===== config.mk =====
export PLATFORM = sky130hd
export DESIGN_NAME = i2c_wb_xfer_ctrl
export DESIGN_NICKNAME = d
export VERILOG_FILES = /design/src/rtl/i2c_wb_xfer_ctrl.sv
export SDC_FILE = /design/constraint.sdc
export NUM_CORES = 1
export LEC_CHECK = 0
export CAP_MARGIN = 20
export CORE_MARGIN = 4
export CORE_UTILIZATION = 35
export CTS_CLUSTER_DIAMETER = 200
export DETAILED_ROUTE_END_ITERATION = 10
export PLACE_DENSITY_LB_ADDON = 0.12
export SYNTH_ARGS = -nofsm -noshare
export SYNTH_HDL_FRONTEND = slang
export SYNTH_SLANG_ARGS = --single-unit
export TNS_END_PERCENT = 5

===== constraint.sdc =====
create_clock -name wb_clk_i -period 2.1 [get_ports wb_clk_i]
set_input_delay 0.315 -clock wb_clk_i [delete_from_list [all_inputs] [get_ports wb_clk_i]]
set_output_delay 0.315 -clock wb_clk_i [all_outputs]
set_load 0.005 [all_outputs]

===== src/rtl/i2c_wb_xfer_ctrl.sv =====
// Wishbone master that sequences the I2C core's register port to run complete
// single-byte register writes and reads. It returns read data or an error code.
module i2c_wb_xfer_ctrl #(
  parameter logic [15:0] PRESCALE   = 16'd99,
  parameter logic [15:0] POLL_LIMIT = 16'd4095
) (
  input  logic       wb_clk_i,
  input  logic       wb_rst_i,
  // Request / response
  input  logic       req_valid,
  output logic       req_ready,
  input  logic       req_rd,
  input  logic [6:0] req_dev,
  input  logic [7:0] req_reg,
  input  logic [7:0] req_wdata,
  output logic       rsp_valid,
  output logic [7:0] rsp_rdata,
  output logic [1:0] rsp_err,
  output logic       init_done,
  // Wishbone master toward the I2C core
  output logic [2:0] wbm_adr_o,
  output logic [7:0] wbm_dat_o,
  input  logic [7:0] wbm_dat_i,
  output logic       wbm_we_o,
  output logic       wbm_stb_o,
  output logic       wbm_cyc_o,
  input  logic       wbm_ack_i
);

  localparam logic [2:0] AdrTxr = 3'd3;  // TXR on write, RXR on read
  localparam logic [2:0] AdrCr  = 3'd4;  // CR on write, SR on read

  localparam logic [1:0] ErrOk   = 2'b00;
  localparam logic [1:0] ErrNack = 2'b01;
  localparam logic [1:0] ErrAl   = 2'b10;
  localparam logic [1:0] ErrTout = 2'b11;

  typedef enum logic [3:0] {
    StInit, StIdle, StTxr, StCr, StPoll, StRxr, StSto, StStoPoll, StResp
  } state_e;

  state_e      state_q, state_d;
  logic        cyc_q, cyc_d;
  logic        we_q, we_d;
  logic [2:0]  adr_q, adr_d;
  logic [7:0]  dat_q, dat_d;
  logic [1:0]  init_step_q, init_step_d;
  logic        init_done_q, init_done_d;
  logic [1:0]  phase_q, phase_d;
  logic        rd_q, rd_d;
  logic [6:0]  dev_q, dev_d;
  logic [7:0]  reg_q, reg_d;
  logic [7:0]  wdata_q, wdata_d;
  logic [15:0] poll_cnt_q, poll_cnt_d;
  logic [1:0]  xerr_q, xerr_d;
  logic [1:0]  rsp_err_q, rsp_err_d;
  logic [7:0]  rsp_rdata_q, rsp_rdata_d;

  logic [7:0] txr_val, cr_val, init_val;
  logic       last_phase, rd_phase, poll_expired;

  // Per-phase TXR/CR values; phase 3 only exists for reads (RD+NACK+STO).
  always_comb begin
    txr_val = 8'h00;
    cr_val  = 8'h68;
    unique case (phase_q)
      2'd0: begin txr_val = {dev_q, 1'b0}; cr_val = 8'h90; end
      2'd1: begin txr_val = reg_q;         cr_val = 8'h10; end
      2'd2: begin
        txr_val = rd_q ? {dev_q, 1'b1} : wdata_q;
        cr_val  = rd_q ? 8'h90 : 8'h50;
      end
      default: begin txr_val = 8'h00; cr_val = 8'h68; end
    endcase
  end

  always_comb begin
    unique case (init_step_q)
      2'd0:    init_val = PRESCALE[7:0];
      2'd1:    init_val = PRESCALE[15:8];
      default: init_val = 8'h80;
    endcase
  end

  assign last_phase   = rd_q ? (phase_q == 2'd3) : (phase_q == 2'd2);
  assign rd_phase     = rd_q && (phase_q == 2'd3);
  // Widened compare so the poll counter never needs to wrap.
  assign poll_expired = ({1'b0, poll_cnt_q} + 17'd1) >= {1'b0, POLL_LIMIT};

  // Sequencer: each access state launches one WB access when the bus is idle and
  // advances on ack; cyc drops for one cycle between consecutive accesses.
  always_comb begin
    state_d     = state_q;
    cyc_d       = cyc_q;
    we_d        = we_q;
    adr_d       = adr_q;
    dat_d       = dat_q;
    init_step_d = init_step_q;
    init_done_d = init_done_q;
    phase_d     = phase_q;
    rd_d        = rd_q;
    dev_d       = dev_q;
    reg_d       = reg_q;
    wdata_d     = wdata_q;
    poll_cnt_d  = poll_cnt_q;
    xerr_d      = xerr_q;
    rsp_err_d   = rsp_err_q;
    rsp_rdata_d = rsp_rdata_q;

    unique case (state_q)
      StInit: begin
        if (!cyc_q) begin
          cyc_d = 1'b1; we_d = 1'b1; adr_d = {1'b0, init_step_q}; dat_d = init_val;
        end else if (wbm_ack_i) begin
          cyc_d = 1'b0;
          if (init_step_q == 2'd2) begin
            init_done_d = 1'b1;
            state_d     = StIdle;
          end else begin
            init_step_d = init_step_q + 2'd1;
          end
        end
      end
      StIdle: begin
        if (req_valid && init_done_q) begin
          rd_d    = req_rd;
          dev_d   = req_dev;
          reg_d   = req_reg;
          wdata_d = req_wdata;
          phase_d = 2'd0;
          // Launch the first TXR write straight from the handshake.
          cyc_d   = 1'b1; we_d = 1'b1; adr_d = AdrTxr; dat_d = {req_dev, 1'b0};
          state_d = StTxr;
        end
      end
      StTxr: begin
        if (!cyc_q) begin
          cyc_d = 1'b1; we_d = 1'b1; adr_d = AdrTxr; dat_d = txr_val;
        end else if (wbm_ack_i) begin
          cyc_d   = 1'b0;
          state_d = StCr;
        end
      end
      StCr: begin
        if (!cyc_q) begin
          cyc_d = 1'b1; we_d = 1'b1; adr_d = AdrCr; dat_d = cr_val;
        end else if (wbm_ack_i) begin
          cyc_d      = 1'b0;
          poll_cnt_d = 16'd0;
          state_d    = StPoll;
        end
      end
      StPoll: begin
        if (!cyc_q) begin
          cyc_d = 1'b1; we_d = 1'b0; adr_d = AdrCr; dat_d = 8'h00;
        end else if (wbm_ack_i) begin
          cyc_d      = 1'b0;
          poll_cnt_d = poll_cnt_q + 16'd1;
          if (wbm_dat_i[1]) begin
            if (poll_expired) begin
              xerr_d  = ErrTout;
              state_d = StSto;
            end
          end else if (wbm_dat_i[5]) begin
            // Arbitration lost: the core releases the bus itself, no STOP.
            rsp_err_d   = ErrAl;
            rsp_rdata_d = 8'h00;
            state_d     = StResp;
          end else if (wbm_dat_i[7] && !rd_phase) begin
            xerr_d  = ErrNack;
            state_d = StSto;
          end else if (last_phase) begin
            if (rd_q) begin
              state_d = StRxr;
            end else begin
              rsp_err_d   = ErrOk;
              rsp_rdata_d = 8'h00;
              state_d     = StResp;
            end
          end else begin
            phase_d = phase_q + 2'd1;
            // The read-byte phase has no TXR write.
            state_d = (rd_q && (phase_q == 2'd2)) ? StCr : StTxr;
          end
        end
      end
      StRxr: begin
        if (!cyc_q) begin
          cyc_d = 1'b1; we_d = 1'b0; adr_d = AdrTxr; dat_d = 8'h00;
        end else if (wbm_ack_i) begin
          cyc_d       = 1'b0;
          rsp_err_d   = ErrOk;
          rsp_rdata_d = wbm_dat_i;
          state_d     = StResp;
        end
      end
      StSto: begin
        if (!cyc_q) begin
          cyc_d = 1'b1; we_d = 1'b1; adr_d = AdrCr; dat_d = 8'h40;
        end else if (wbm_ack_i) begin
          cyc_d      = 1'b0;
          poll_cnt_d = 16'd0;
          state_d    = StStoPoll;
        end
      end
      StStoPoll: begin
        if (!cyc_q) begin
          cyc_d = 1'b1; we_d = 1'b0; adr_d = AdrCr; dat_d = 8'h00;
        end else if (wbm_ack_i) begin
          cyc_d      = 1'b0;
          poll_cnt_d = poll_cnt_q + 16'd1;
          // A second timeout abandons the STOP wait and reports the first error.
          if (!wbm_dat_i[6] || poll_expired) begin
            rsp_err_d   = xerr_q;
            rsp_rdata_d = 8'h00;
            state_d     = StResp;
          end
        end
      end
      StResp: begin
        state_d = StIdle;
      end
      default: begin
        state_d = StInit;
        cyc_d   = 1'b0;
      end
    endcase
  end

  // State register with synchronous active-high reset.
  always_ff @(posedge wb_clk_i) begin
    if (wb_rst_i) begin
      state_q     <= StInit;
      cyc_q       <= 1'b0;
      we_q        <= 1'b0;
      adr_q       <= 3'd0;
      dat_q       <= 8'h00;
      init_step_q <= 2'd0;
      init_done_q <= 1'b0;
      phase_q     <= 2'd0;
      rd_q        <= 1'b0;
      dev_q       <= 7'd0;
      reg_q       <= 8'h00;
      wdata_q     <= 8'h00;
      poll_cnt_q  <= 16'd0;
      xerr_q      <= 2'b00;
      rsp_err_q   <= 2'b00;
      rsp_rdata_q <= 8'h00;
    end else begin
      state_q     <= state_d;
      cyc_q       <= cyc_d;
      we_q        <= we_d;
      adr_q       <= adr_d;
      dat_q       <= dat_d;
      init_step_q <= init_step_d;
      init_done_q <= init_done_d;
      phase_q     <= phase_d;
      rd_q        <= rd_d;
      dev_q       <= dev_d;
      reg_q       <= reg_d;
      wdata_q     <= wdata_d;
      poll_cnt_q  <= poll_cnt_d;
      xerr_q      <= xerr_d;
      rsp_err_q   <= rsp_err_d;
      rsp_rdata_q <= rsp_rdata_d;
    end
  end

  assign req_ready = (state_q == StIdle) && init_done_q;
  assign rsp_valid = (state_q == StResp);
  assign rsp_err   = rsp_err_q;
  assign rsp_rdata = rsp_rdata_q;
  assign init_done = init_done_q;
  assign wbm_adr_o = adr_q;
  assign wbm_dat_o = dat_q;
  assign wbm_we_o  = we_q;
  assign wbm_stb_o = cyc_q;
  assign wbm_cyc_o = cyc_q;

endmodule


Yosys cells after proc, flatten, opt, wreduce, memory -nomap -nowiden
Cells that the tools add are included.
Word-level totals
  register bits after elaboration: 74
  output and inout port bits: 27
Operators by class
  $add $sub $neg: 4
  order comparisons: 1
  eq/ne operators: 52
  multiplexer cells: 93
  bitwise gates (word level): 2
  reductions and logical operators: 37
Operators by type and width (number)
  $mux 8: 20
  $mux 4: 23
  $pmux 8 s3: 3
  $mux 16: 4
  $ne 2x2->1 const B: 30
  $pmux 8 s6: 1
  $mux 2: 23
  $pmux 4 s9: 1
  $pmux 16 s2: 1
  $reduce_and 18->1: 1
  $add 16x1->17 const B: 1
  $ge 17x12->1 const B: 1
  $add 16x1->16 const B: 1
  $eq 4x3->1 const B: 4
  $pmux 8 s2: 1
  $mux 3: 4
  $ne 3x3->1 const B: 4
  $pmux 3 s4: 1
  $reduce_and 12->1: 1
  $reduce_and 4->1: 3
  $ne 2x1->1 const B: 5
  $reduce_and 5->1: 2
  $eq 4x2->1 const B: 2
  $reduce_and 8->1: 1
  other kinds (26): 51

Depth between registers and ports, before layout
  word-level depth: 10
  mapped depth: 9
  depth with buffers taken out: 8

Least setup slack after synthesis
Ideal clock, no wire load.
  kind: reg-to-reg
  start point: register poll_cnt_q[1]
  end point: register rsp_err_q[0] (netlist: rsp_err[0])
  library setup time: 0.072 ns
  arrival: 2.226 ns
  data required time: 2.028 ns
  slack: -0.198 ns
  stages on the path, launching flop included: 8
  buffers on the path: 0
  cell sequence: dfxtp_1 > ha_1 > nand3_1 > or3_4 > a2111oi_4 > nand4_2 > a41oi_2 > mux2i_1
Between the ends
  longest elaborated chain between the ends: 5
RTL lines
  start: declaration: line 54  | logic [15:0] poll_cnt_q, poll_cnt_d;
  start signal: assignment: line 262  | poll_cnt_q <= poll_cnt_d;
  $add 16x1->17: line 88  | assign poll_expired = ({1'b0, poll_cnt_q} + 17'd1) >= {1'b0, POLL_LIMIT};
  $ge 17x12->1: line 88
  $logic_or 1x1->1: line 213  | if (!wbm_dat_i[6] || poll_expired) begin
  $ne 2x2->1 (no source line)
  $reduce_and 12->1 (no source line)
  end signal: assignment: line 264  | rsp_err_q <= rsp_err_d;
  end: declaration: line 56  | logic [1:0] rsp_err_q, rsp_err_d;
Every way passes these cells.
A chain may end at the register's enable or synchronous reset.

Worst setup path after layout
  start point: register poll_cnt_q[0]
  end point: register rsp_err_q[1] (netlist: rsp_err[1])
Same word-level chain as after synthesis.

==> run summary <==
Status
• **run status** finished, violations left
• **failing checks** negative setup slack

Clocking
• **maximum clock insertion buffer count** 2
• **hold_buf cts** 0
• **CTS sink cnt** 74
• **Clock Pin Slew Worst Setup and Hold Paths** 0.09 ns
• **latest clock arrival within the worst-skew pair** 0.36 ns
• **CTS tree** done
• **root cell of the clock tree** sky130_fd_sc_hd__clkbuf_8
• **CTS Buf Count** 9
• **deepest level of the CTS H-tree** 3

Placed design
• **Port Buffer Count** 62
• **global placement routability congestion** 0.860
• **half-perimeter wire length after placement** 8210 µm
• **number of cells after detailed placement** 747

STA
• **number of setup violations in the final report** 1
• **worst-margin pin slew** 0.498 ns
• **worst slew slack as a fraction of its limit** 0.667
• **minimum period implied by the final worst setup slack** 2.11 ns
• **top achievable clock speed** 474 MHz
• **Final Worst Setup Slack** -0.00918 ns
• **clk_skew** 0.00976 ns
• **final worst-path cycle share** 1.00
• **Post-Route Hold Slack** 0.451 ns
• **unrepaired setup endpoints after global routing** yes
• **count of final max-slew check failures** 0
• **number of hold violations in the final report** 0

Final layout
• **number of nets at the end of the flow** 667
• **fin util** 0.515
• **synthesis-to-layout area growth** 42.9%
• **commonest non-fill, non-tap cells in the layout** sky130_fd_sc_hd__nand2_1 (75), sky130_fd_sc_hd__buf_4 (67), sky130_fd_sc_hd__dfxtp_1 (65)
• **share of post-route cells with drive strength above 1** 0.209
• **most common cell after layout, fill and taps aside** sky130_fd_sc_hd__nand2_1
• **filler-free cell count of the finished design** 766
• **antenna diode count** 0

Floorplan
• **effective utilization at floorplan** 0.360
• **core region area** 10900 µm²
• **die extent in x** 114 µm
• **I/O pin count** 63
• **y dimension of the die** 114 µm
• **std cell rows** 38
• **Die Area** 13000 µm²

Synth
• **part of the Yosys area used for sequential elements** 0.378
• **mapped cell area** 3920 µm²
• **Yosys reg bits** 74
• **count of mapped cells out of synthesis** 507
• **Syn. warnings** 0
• **Async S/R FF share, synth** 0
• **count of distinct cell types in the synthesized netlist** 59
• **number of enable-type register cells in the synthesized netlist** 0
• **net count after synthesis** 553
• **average footprint of a synthesized cell** 7.74 µm²
• **Post-synth top flop** sky130_fd_sc_hd__dfxtp_1

Route
• **post-DR vias/cell** 5.26
• **post-detailed-route DRC marker count** 0
• **antenna-violating nets left** 0
• **Starting DRT DRC Count** 211
• **WL per Instance** 14.8 µm
• **total iterations of the first detailed-routing run** 4
• **routed via count** 4028
• **Final Routed Wirelength** 11300 µm

GRT
• **largest net degree at the start of global routing** 49
• **overall overflow remaining after global route** 0
• **wire length of the first global-routing pass** 19400 µm
• **All-Layer GR Usage** 0.182
• **number of antenna violations at the first check in global routing** 0
• **number of global-route vias before repair** 4016

Critical path
• **most common cell type on the critical path** sky130_fd_sc_hd__buf_4
• **nature of the critical path endpoint** flip-flop
• **Worst R2R Path Depth** 8
• **ordered cell list for the critical path** ha_4 -> buf_4 -> buf_4 -> xnor2_2 -> a2111oi_4 -> nand4_4 -> a221o_1 -> a31oi_1
• **arrival time at the worst endpoint** 2.40 ns
• **category of the critical setup timing path** flip-flop to flip-flop
• **slowest stage cell, crit path** sky130_fd_sc_hd__a2111oi_4
• **Max stage delay on crit path** 0.41 ns
• **buffers and inverters on the worst path** 2
• **Worst Setup Start Kind** flip-flop
• **WP depth** 8
• **worst endpoint required time** 2.39 ns
• **cell family with the largest share of critical-path delay** compound AO/OA/AOI/OAI gates
• **critical-path maximum fanout** 4

Worst hold path
• **Worst Hold Depth** 2
• **class of the tightest hold or removal check** flip-flop to flip-flop

Pwr
• **PwrDens** 512 nW/µm²
• **leakage component of the power** 2.06 nW
• **Max rail drop VDD** 375 µV

Run
• **reported max-cap violation count** 0

==> synth_stat cells (3+ instances only) <==
cell | count | area share
sky130_fd_sc_hd__inv_1 | 13 | 0.012
sky130_fd_sc_hd__and3_1 | 6 | 0.0096
sky130_fd_sc_hd__a21o_1 | 4 | 0.0077
sky130_fd_sc_hd__a211oi_1 | 9 | 0.017
sky130_fd_sc_hd__nand3_1 | 14 | 0.018
sky130_fd_sc_hd__and2_1 | 4 | 0.0064
sky130_fd_sc_hd__a31oi_1 | 4 | 0.0064
sky130_fd_sc_hd__a311oi_1 | 4 | 0.0089
sky130_fd_sc_hd__a222oi_1 | 4 | 0.010
sky130_fd_sc_hd__dfxtp_1 | 74 | 0.38
sky130_fd_sc_hd__ha_1 | 10 | 0.032
sky130_fd_sc_hd__nor2b_1 | 8 | 0.013
sky130_fd_sc_hd__nand2_1 | 75 | 0.072
sky130_fd_sc_hd__mux2i_1 | 9 | 0.023
sky130_fd_sc_hd__nor4_1 | 8 | 0.013
sky130_fd_sc_hd__xnor2_1 | 4 | 0.0089
sky130_fd_sc_hd__nor2_1 | 57 | 0.055
sky130_fd_sc_hd__a221oi_1 | 3 | 0.0067
sky130_fd_sc_hd__a22oi_1 | 7 | 0.013
sky130_fd_sc_hd__a21oi_1 | 48 | 0.061
sky130_fd_sc_hd__nor3_1 | 8 | 0.010
sky130_fd_sc_hd__nor3b_1 | 4 | 0.0077
sky130_fd_sc_hd__or3_1 | 6 | 0.0096
sky130_fd_sc_hd__clkbuf_1 | 28 | 0.027
sky130_fd_sc_hd__o21ai_0 | 38 | 0.048
sky130_fd_sc_hd__nand2b_1 | 15 | 0.024
==> final cells by class <==
cell class | count | area [µm²]
repair buffers | 135 | 1200
fillers | 1064 | 5280
clock buffers | 9 | 124
clock inverters | 7 | 83.8
inverters | 13 | 51.3
flip-flops and latches | 74 | 1500
well taps | 140 | 175
multi-input cells | 388 | 2470
==> final timing paths <==
kind | startpoint | endpoint | slack, ns
setup / recovery | poll_cnt_q[0]$_SDFFE_PP0P_ | rsp_err[1]$_SDFFE_PP0P_ | -0.009
hold / removal | xerr_q[0]$_SDFFE_PP0P_ | xerr_q[0]$_SDFFE_PP0P_ | 0.45
setup reg to reg | poll_cnt_q[0]$_SDFFE_PP0P_ | rsp_err[1]$_SDFFE_PP0P_ | -0.009
hold reg to reg | xerr_q[0]$_SDFFE_PP0P_ | xerr_q[0]$_SDFFE_PP0P_ | 0.45
==> worst min-delay path: cells and delay by family (launching register included) <==
kind / cells / cell delay [ns]
AOI/OAI and AO/OA: 1 / 0.05
buffers and inverters: 1 / 0.05
DFF: 1 / 0.32
==> report_power, final <==
part	total, mW	switching [mW]	internal, mW
sequential	1.43	0.0127	1.42
clock	1.18	0.609	0.572
combinational	0.261	0.112	0.149
==> what timing repair did <==
action	CTS	global route
gates resized for setup	24	21
pin swaps	12	11
cloned	1	0
endpoints found under the setup margin	18	19
setup buffers	1	1
==> layer usage <==
metal  wire length (µm)  global-route usage  vias up
met5                  0                   0        -
li1                   -                   -     2044
met3                599              0.0424       14
met2               5040               0.275       93
met1               5530               0.252     1877
met4                171              0.0681        0
==> registers in the layout, indices dropped and copies added (netlist names), 3 cells and up <==
| name | flops |
|---|---|
| wbm_adr_o | 3 |
| wdata_q | 8 |
| poll_cnt_q | 16 |
| reg_q | 8 |
| state_q | 4 |
| wbm_dat_o | 8 |
| rsp_rdata | 8 |
| dev_q | 7 |
==> per-stage QoR <==
stage	area (µm²)	setup TNS (ns)	setup slack (ns)	total power, mW
after floorplan	3960	0	0.00135	1.56
after global placement	5180	-0.736	-0.0823	1.73
after detailed placement	5180	-1.80	-0.176	1.73
after CTS	5510	-0.275	-0.0623	2.91
after global routing	5610	-1.93	-0.154	3.00
final	5610	-0.00918	-0.00918	2.87
==> cell families (layout without fill, tap and decap cells) <==
logic type,count (synthesis),count (layout),synth area share
AOI/OAI and AO/OA,143,144,0.236
muxes,10,10,0.0258
DFF,74,74,0.378
buffers and inverters,46,164,0.0456
and+or+nand+nor,218,218,0.269
adders and majority gates,10,10,0.0319
xor gates and xnor gates,6,6,0.0134
No activity file was read; power rests on OpenSTA's default activity.
